===== src/rtl/uc_pkg.sv =====
// uc_pkg: shared state, opcode, ALU and mux encodings for the multicycle control unit
package uc_pkg;
  typedef enum logic [3:0] {
    S_FETCH    = 4'd0,
    S_DECODE   = 4'd1,
    S_MEMADR   = 4'd2,
    S_MEMREAD  = 4'd3,
    S_MEMWB    = 4'd4,
    S_MEMWRITE = 4'd5,
    S_EXECR    = 4'd6,
    S_EXECI    = 4'd7,
    S_ALUWB    = 4'd8,
    S_BRANCH   = 4'd9,
    S_JAL      = 4'd10,
    S_TRAP     = 4'd11
  } state_t;
  localparam logic [6:0] OP_LW  = 7'b0000011;
  localparam logic [6:0] OP_SW  = 7'b0100011;
  localparam logic [6:0] OP_R   = 7'b0110011;
  localparam logic [6:0] OP_I   = 7'b0010011;
  localparam logic [6:0] OP_BR  = 7'b1100011;
  localparam logic [6:0] OP_JAL = 7'b1101111;
  localparam logic [3:0] ALU_ADD  = 4'b0000;
  localparam logic [3:0] ALU_SUB  = 4'b0001;
  localparam logic [3:0] ALU_AND  = 4'b0010;
  localparam logic [3:0] ALU_OR   = 4'b0011;
  localparam logic [3:0] ALU_XOR  = 4'b0100;
  localparam logic [3:0] ALU_SLT  = 4'b0101;
  localparam logic [3:0] ALU_SLL  = 4'b0110;
  localparam logic [3:0] ALU_SRL  = 4'b0111;
  localparam logic [3:0] ALU_SRA  = 4'b1000;
  localparam logic [3:0] ALU_SLTU = 4'b1001;
  localparam logic       ADR_PC  = 1'b0;
  localparam logic       ADR_ALU = 1'b1;
  localparam logic [1:0] RES_ALUOUT = 2'b00;
  localparam logic [1:0] RES_RDATA  = 2'b01;
  localparam logic [1:0] RES_ALURES = 2'b10;
  localparam logic [1:0] SRCA_PC    = 2'b00;
  localparam logic [1:0] SRCA_OLDPC = 2'b01;
  localparam logic [1:0] SRCA_RS1   = 2'b10;
  localparam logic [1:0] SRCB_RS2   = 2'b00;
  localparam logic [1:0] SRCB_IMM   = 2'b01;
  localparam logic [1:0] SRCB_4     = 2'b10;
  localparam logic [2:0] IMM_I = 3'b000;
  localparam logic [2:0] IMM_S = 3'b001;
  localparam logic [2:0] IMM_B = 3'b010;
  localparam logic [2:0] IMM_J = 3'b011;
  localparam logic [2:0] F3_BEQ  = 3'b000;
  localparam logic [2:0] F3_BNE  = 3'b001;
  localparam logic [2:0] F3_BLT  = 3'b100;
  localparam logic [2:0] F3_BGE  = 3'b101;
  localparam logic [2:0] F3_BLTU = 3'b110;
  localparam logic [2:0] F3_BGEU = 3'b111;
  function automatic logic [2:0] imm_sel(input logic [6:0] op);
    return op == OP_SW ? IMM_S : op == OP_BR ? IMM_B : op == OP_JAL ? IMM_J : IMM_I;
  endfunction
endpackage


===== src/rtl/alu_deco_param.sv =====
// alu_deco_param: maps func3/func7 to an ALU code and flags ops the configured width lacks
module alu_deco_param
  import uc_pkg::*;
#(
  parameter int ALU_CTRL_W = 3
) (
  input  logic                  is_r_i,
  input  logic [2:0]            func3_i,
  input  logic                  func7_i,
  output logic [ALU_CTRL_W-1:0] alu_ctrl_o,
  output logic                  unsupported_o
);
  logic [3:0] code;
  // func7 only selects sub (R-type only) and sra (both classes)
  always_comb begin
    code = ALU_ADD;
    case (func3_i)
      3'b000:  code = (is_r_i && func7_i) ? ALU_SUB : ALU_ADD;
      3'b001:  code = ALU_SLL;
      3'b010:  code = ALU_SLT;
      3'b011:  code = ALU_SLTU;
      3'b100:  code = ALU_XOR;
      3'b101:  code = func7_i ? ALU_SRA : ALU_SRL;
      3'b110:  code = ALU_OR;
      default: code = ALU_AND;
    endcase
  end
  assign alu_ctrl_o    = code[ALU_CTRL_W-1:0];
  assign unsupported_o = (ALU_CTRL_W < 4) && !(code inside {ALU_ADD, ALU_SUB, ALU_AND, ALU_OR, ALU_SLT});
endmodule


===== src/rtl/uc_multiciclo.sv =====
// uc_multiciclo: Moore control FSM sequencing a shared-ALU, shared-memory RV32I datapath
module uc_multiciclo
  import uc_pkg::*;
#(
  parameter int ALU_CTRL_W  = 3,
  parameter bit BRANCH_FULL = 1'b1,
  parameter bit MEM_WAIT    = 1'b1
) (
  input  logic                  clk,
  input  logic                  rst_n,
  input  logic [6:0]            op,
  input  logic [2:0]            func3,
  input  logic                  func7,
  input  logic                  zero,
  input  logic                  lt,
  input  logic                  ltu,
  input  logic                  memReady,
  output logic                  pcWrite,
  output logic                  adrSrc,
  output logic                  irWrite,
  output logic                  memWrite,
  output logic                  regWrite,
  output logic [1:0]            resultSrc,
  output logic [1:0]            aluSrcA,
  output logic [1:0]            aluSrcB,
  output logic [2:0]            immSrc,
  output logic [ALU_CTRL_W-1:0] aluControl,
  output logic                  illegal,
  output logic [3:0]            state
);
  localparam logic [ALU_CTRL_W-1:0] CTL_ADD = ALU_ADD[ALU_CTRL_W-1:0];
  localparam logic [ALU_CTRL_W-1:0] CTL_SUB = ALU_SUB[ALU_CTRL_W-1:0];
  state_t state_q, state_d, cur, dec_next;
  logic illegal_q, rdy, br_ok, taken, alu_unsup;
  logic [ALU_CTRL_W-1:0] alu_dec;
  alu_deco_param #(.ALU_CTRL_W(ALU_CTRL_W)) u_deco (
    .is_r_i       (op == OP_R),
    .func3_i      (func3),
    .func7_i      (func7),
    .alu_ctrl_o   (alu_dec),
    .unsupported_o(alu_unsup)
  );
  // while reset is low the outputs follow FETCH, so a pending write is dropped at once
  assign cur   = rst_n ? state_q : S_FETCH;
  assign rdy   = MEM_WAIT ? memReady : 1'b1;
  assign br_ok = BRANCH_FULL ? !(func3 inside {3'b010, 3'b011}) : func3 == F3_BEQ;
  // func3[2:1] picks the flag, func3[0] inverts it (bne/bge/bgeu)
  assign taken = (func3[2] ? (func3[1] ? ltu : lt) : zero) ^ func3[0];
  assign dec_next = (op == OP_LW || op == OP_SW) ? S_MEMADR :
                    op == OP_R   ? (alu_unsup ? S_TRAP : S_EXECR) :
                    op == OP_I   ? (alu_unsup ? S_TRAP : S_EXECI) :
                    op == OP_BR  ? (br_ok ? S_BRANCH : S_TRAP) :
                    op == OP_JAL ? S_JAL : S_TRAP;
  assign immSrc  = imm_sel(op);
  assign illegal = illegal_q;
  assign state   = state_q;
  // state register; the trap flag latches on entry to TRAP and clears only on reset
  always_ff @(posedge clk) begin
    if (!rst_n) begin
      state_q   <= S_FETCH;
      illegal_q <= 1'b0;
    end else begin
      state_q   <= state_d;
      illegal_q <= illegal_q | (state_d == S_TRAP);
    end
  end
  // next state and Moore outputs per state, everything inactive unless named
  always_comb begin
    state_d    = cur;
    pcWrite    = 1'b0;
    adrSrc     = ADR_PC;
    irWrite    = 1'b0;
    memWrite   = 1'b0;
    regWrite   = 1'b0;
    resultSrc  = RES_ALUOUT;
    aluSrcA    = SRCA_PC;
    aluSrcB    = SRCB_RS2;
    aluControl = CTL_ADD;
    case (cur)
      S_FETCH: begin
        aluSrcB   = SRCB_4;
        resultSrc = RES_ALURES;
        irWrite   = rdy & rst_n;
        pcWrite   = rdy & rst_n;
        state_d   = rdy ? S_DECODE : S_FETCH;
      end
      S_DECODE: begin
        aluSrcA = SRCA_OLDPC;
        aluSrcB = SRCB_IMM;
        state_d = dec_next;
      end
      S_MEMADR: begin
        aluSrcA = SRCA_RS1;
        aluSrcB = SRCB_IMM;
        state_d = (op == OP_SW) ? S_MEMWRITE : S_MEMREAD;
      end
      S_MEMREAD: begin
        adrSrc  = ADR_ALU;
        state_d = rdy ? S_MEMWB : S_MEMREAD;
      end
      S_MEMWB: begin
        resultSrc = RES_RDATA;
        regWrite  = 1'b1;
        state_d   = S_FETCH;
      end
      S_MEMWRITE: begin
        adrSrc   = ADR_ALU;
        memWrite = 1'b1;
        state_d  = rdy ? S_FETCH : S_MEMWRITE;
      end
      S_EXECR: begin
        aluSrcA    = SRCA_RS1;
        aluControl = alu_dec;
        state_d    = S_ALUWB;
      end
      S_EXECI: begin
        aluSrcA    = SRCA_RS1;
        aluSrcB    = SRCB_IMM;
        aluControl = alu_dec;
        state_d    = S_ALUWB;
      end
      S_ALUWB: begin
        regWrite = 1'b1;
        state_d  = S_FETCH;
      end
      S_BRANCH: begin
        aluSrcA    = SRCA_RS1;
        aluControl = CTL_SUB;
        pcWrite    = taken;
        state_d    = S_FETCH;
      end
      S_JAL: begin
        aluSrcA = SRCA_OLDPC;
        aluSrcB = SRCB_4;
        pcWrite = 1'b1;
        state_d = S_ALUWB;
      end
      default: state_d = S_TRAP;
    endcase
  end
endmodule


===== config.mk =====
export PLATFORM = sky130hd
export DESIGN_NAME = uc_multiciclo
export DESIGN_NICKNAME = d
export VERILOG_FILES = /design/src/rtl/uc_pkg.sv /design/src/rtl/alu_deco_param.sv /design/src/rtl/uc_multiciclo.sv
export SDC_FILE = /design/constraint.sdc
export NUM_CORES = 1
export LEC_CHECK = 0
export BUFFER_PORTS_ARGS = -buffer_cell sky130_fd_sc_hd__buf_2
export CAP_MARGIN = 20
export CORE_MARGIN = 8
export CORE_UTILIZATION = 35
export DETAILED_ROUTE_END_ITERATION = 8
export PLACE_DENSITY = 0.76
export RECOVER_POWER = 25
export SKIP_CTS_REPAIR_TIMING = 1
export SLEW_MARGIN = 20
export SYNTH_ARGS = -nofsm -noshare
export SYNTH_HDL_FRONTEND = slang
export SYNTH_HIERARCHICAL = 1
export SYNTH_SLANG_ARGS = --single-unit

===== constraint.sdc =====
create_clock -name clk -period 2.81 [get_ports clk]
set_clock_uncertainty 0.15 [all_clocks]
set_input_delay 0 -clock clk [delete_from_list [all_inputs] [get_ports clk]]
set_output_delay 0 -clock clk [all_outputs]
set_load 0.02 [all_outputs]

* After elaboration in Yosys (flattened, before gate mapping)
Index checks and enable logic that the tools add are counted.
** Operators by class
- Bitwise logic cells :: 3
- $add $sub $neg :: 0
- Equality and inequality tests :: 27
- $lt $le $gt $ge :: 0
- Reduce and logical (&&, ||, !) cells :: 16
- Shift-type cells :: 0
- Muxes and demuxes :: 31
- Multiply operators :: 0
- Divide/modulo/power cells :: 0
** Operator list (number)
- $pmux W4 S7 :: 2
- $mux W4 :: 7
- $eq A4 B3 Y1 const B :: 5
- $eq A4 B2 Y1 const B :: 4
- $eq A4 B4 Y1 const B :: 4
- $eq A7 B6 Y1 const B :: 2
- $eq A7 B7 Y1 const B :: 2
- $pmux W2 S2 :: 3
- $mux W2 :: 5
- $reduce_or A2 Y1 :: 5
- $eq A3 B3 Y1 const B :: 3
- $mux W1 :: 9
- $mux W3 :: 3
- $reduce_or A3 Y1 :: 3
- $eq A4 B1 Y1 const B :: 2
- $logic_not A4 Y1 :: 2
- $eq A7 B2 Y1 const B :: 1
- $eq A7 B5 Y1 const B :: 1
- $eq A3 B2 Y1 const B :: 2
- $pmux W3 S2 :: 1
- $reduce_bool A5 Y1 :: 1
- $reduce_or A4 Y1 :: 1
- $eq A3 B1 Y1 const B :: 1
- $logic_not A3 Y1 :: 1
- other kinds (7) :: 7
** Storage, ports and cells
- Word-level logic and storage cells :: 79
- Memory bits (writable) :: 0
- Output and inout port bits :: 22
- Register bits :: 5
- Input bits :: 17
- Bits in read-only memories :: 0
- Memories :: 0
- Bits in latches :: 0

* Depth between registers and ports, before layout
- Depth in word-level cells :: 13
- Mapped depth :: 6
- Gate-level depth less buffers :: 6

* Modules after synthesis
Netlist, hierarchy kept.
** Modules (own cells, without submodules)
- uc_multiciclo :: instances 1, area each 660.6 um^2, seq. area each 100.1 um^2, cells an instance 93
- alu_deco_param :: instances 1, area each 106.4 um^2, seq. area each 0.0 um^2, cells an instance 14

* Least setup slack after synthesis
OpenSTA, ideal clock, no wires.
- Path kind :: register -> output
- Start point :: register state_q[1], in the netlist state[1]
- End point :: output pcWrite
- Required time :: 2.660 ns
- Arrival time :: 2.130 ns
- Cell stages (with the launch flop) :: 5
- Buffers on the path :: 1
- Slack :: 0.530 ns
- Path through :: dfxtp_1 > clkbuf_1 > o41ai_1 > and3_1 > o21bai_1
** On the way
- Longest elaborated chain between the ends :: 3
- Elaborated cells between the ends (all ways) :: 5
- Classes of those cells :: eq/ne: 2; mux: 2; reduce/logical: 1
** RTL lines
- from (decl) :: line uc_multiciclo.sv:33 : state_t state_q, state_d, cur, dec_next;
- from (signal assigned) :: line uc_multiciclo.sv:63 : state_q <= state_d;
- $mux W4 * :: line uc_multiciclo.sv:44 : assign cur = rst_n ? state_q : S_FETCH;
- $eq A4 B4 Y1 / $logic_not A4 Y1 (equally long branches) :: line uc_multiciclo.sv:79 : case (cur)
- $pmux W1 S3 * :: line uc_multiciclo.sv:79
- to (decl) :: line uc_multiciclo.sv:18 : output logic pcWrite,
Every way passes the cells marked *; elsewhere a longest branch is shown, timed or not.

* Final worst setup path
- Start point :: register state_q[0], in the netlist state[0]
- End point :: register illegal_q, in the netlist illegal
** On the way
- Longest elaborated chain between the ends :: 6
- Elaborated cells between the ends (all ways) :: 17
- Classes of those cells :: eq/ne: 11; mux: 2; bitwise: 1; reduce/logical: 3
** RTL lines
- $mux W4 * :: line uc_multiciclo.sv:44
- $eq A4 B4 Y1 / $eq A4 B3 Y1 (equally long branches) :: line uc_multiciclo.sv:79
- $reduce_or A3 Y1 (no line)
- $pmux W4 S7 * :: line uc_multiciclo.sv:79
- $eq A4 B4 Y1 * :: line uc_multiciclo.sv:64 : illegal_q <= illegal_q | (state_d == S_TRAP);
- $or A1 B1 Y1 * :: line uc_multiciclo.sv:64
- to (signal assigned) :: line uc_multiciclo.sv:64
- to (decl) :: line uc_multiciclo.sv:34 : logic illegal_q, rdy, br_ok, taken, alu_unsup;
Marked as above.
A chain may end at the register's enable or synchronous reset.

==> results.toml <==
[synthesis]
yosysSeqAreaShare_pct = 13.05
syn-cell-area_sq_um = 767.0
synth_area_leaders = "dfxtp_1 13%, nand2_1 5.4%, and2_1 4.9%, o31ai_1 4.9%, nor2b_1 4.1%"
synthesis.nets = 124
syn_area_per_cell_sq_um = 7.168
synth_ff_type = "dfxtp_1"
ys_warn_count = 6
synth_top_area_cell = "dfxtp_1"
async_reset_ff_share_pct = 0
synth_seq_cells = 5
synthCells = 107
ys_types = 45
synth_top_area_share_pct = 13.05
synth_edf_count = 0

[min_path]
hp-class = "primary input to flop"
hold_depth = 2
hp-start = "rst_n"

[sta]
slew_headroom_pct = 59.28
setup_viol = 0
slew_violations = 0
tightest_slew_ns = 0.6100
grt_setup_unrepaired = "false"
finalCriticalPeriod_ns = 1.893
period_share_pct = 67.36
max_freq_mhz = 528.3
tns_ns = 0
hold_viol_final = 0

[floorplanning]
die-area_sq_mm = 0.003945
rows = 17
ios = 39
die_w_um = 62.81
core_region_area_sq_mm = 0.002148
die_h_um = 62.81
start_util_pct = 35.70

[run]
maxCapViolations = 0

[worst_setup_path]
critPathMaxFanout = 14
endpoint_kind = "flop"
cp-start-kind = "flop"
arrival_ns = 1.92
r2r_start = "state[0]"
path_cells = "nand2b_1 -> nor3_1 -> o31ai_2 -> o31ai_1 -> a32o_1"
cp_slowest_cell = "dfxtp_1"
reg2reg_depth = 5
max_stage_delay_ns = 0.58
crit_path_start = "state[0]"
crit_type = "flop to flop"
required_ns = 2.84

[cells_and_area]
nNetsFinal = 158
fin_area_sq_um = 965.9
layout_common_cells = "31 x buf_2, 11 x nand2_1, 7 x nor2_1, 7 x clkbuf_1, 6 x and2_1"
num_antenna_cells = 0
drive_gt1_share_pct = 30.00
final_common_cell = "buf_2"
instances_no_fill = 168
synthToLayoutAreaGrowth_pct = 25.94

[route]
drtIter0Drc = 35
num_vias = 883
viasPerCell = 5.256
post_drt_wl_per_cell_um = 13.67
firstDrtPassIters = 5
ant_nets = 0
routed_wl_um = 2296
post-route-drc-count = 0

[clocking]
cts_made_buffers = 3
root_buffer = "clkbuf_4"
htreeDepth = 1
clock_sinks = 5
cts_tree = "built"
insertion_delay_ns = 0.24
path_clk_slew_ns = 0.04
clock_path_buffers = 2

[placement]
gp_congestion = 0.8407
dp_hpwl_um = 1728
dp.cells = 164
io_buffers = 37
placed_area_sq_um = 947.2

[global_route]
overflow = 0
antenna_found_initial = 0
grt_pass1_wl_um = 3788
grt_max_degree = 20
grt_pass1_vias = 875
grt.total_usage_pct = 11.16

[pwr]
peakVddDrop_mv = 0.2311
power_density_mw_per_mm2 = 329.3
leakage_nw = 0.4459
total_power_mw = 0.3181

[outcome]
status = "finished clean"
## logic make-up after synthesis
kind of cell	count (synthesis)	synth area share [%]
simple gates	53	43.39
compound gates	29	27.24
buf+inv	12	7.176
flops	5	13.05
xor+xnor	3	3.426
mux	3	3.915
fa+ha+maj	1	1.305
other cells	1	0.4889
## sequential cells by signal, indices dropped and copies added (netlist names)
register,cells
illegal,1
state,4
## where the power goes
part	internal, mW	leakage, nW	switching [mW]
sequential	0.0769	0.0409	0.0210
clock	0.0536	0.0150	0.0276
combinational	0.0568	0.390	0.0822
total	0.187	0.446	0.131
## critical path: cells and delay by family (launching register included)
kind / cells / cell delay [ns]
DFF: 1 / 0.58
AOI/OAI and AO/OA: 3 / 0.60
and+or+nand+nor: 2 / 0.49
## path summary, 6_finish.rpt
path	end	slack, ns
setup reg to reg	illegal	0.92
hold / removal	state[0]	0.003
hold reg to reg	illegal	0.32
setup / recovery	illegal	0.92
## area by class of cell
| class | instances | area, sq um |
|---|---|---|
| fillers | 227 | 1182 |
| multi-input cells | 90 | 611.8 |
| repair buffers | 37 | 177.7 |
| flip-flops and latches | 5 | 100.1 |
| well taps | 28 | 35.03 |
| clock buffers | 4 | 26.28 |
| inverters | 4 | 15.01 |
## metrics by stage
stage	hold WS [ns]	utilization (%)	setup WS, ns
6_report	0.002641	44.96	0.9171
5_1_grt	0.008543	44.96	0.7422
4_1_cts	-0.008059	45.31	0.9200
3_5_place_dp	0.2387	44.09	0.9389
3_3_place_gp	0.2403	44.09	1.001
2_1_floorplan	0.005347	-	0.5305
## layer usage
| metal | track usage (%) | share of wire [%] | vias up |
|---|---|---|---|
| met5 | 0 | 0 | - |
| met4 | 3.704 | 0.74 | 0 |
| met3 | 5.018 | 7.2 | 2 |
| met2 | 20.57 | 50 | 27 |
| met1 | 10.72 | 42 | 399 |
| li1 | - | - | 455 |
## cells in the mapped netlist, types with 2 or more instances
library cell	number
a21boi_0	2
a21oi_1	4
a32o_1	2
and2_1	6
and4_1	2
and4bb_1	2
buf_2	2
buf_4	2
clkbuf_1	4
dfxtp_1	5
inv_1	4
mux2i_1	3
nand2_1	11
nand2b_1	4
nor2_1	7
nor2b_1	5
nor3_1	5
o211ai_1	2
o21ai_0	3
o31ai_1	5
or2_2	2
xor2_1	2
No activity file was read; power rests on OpenSTA's default activity.
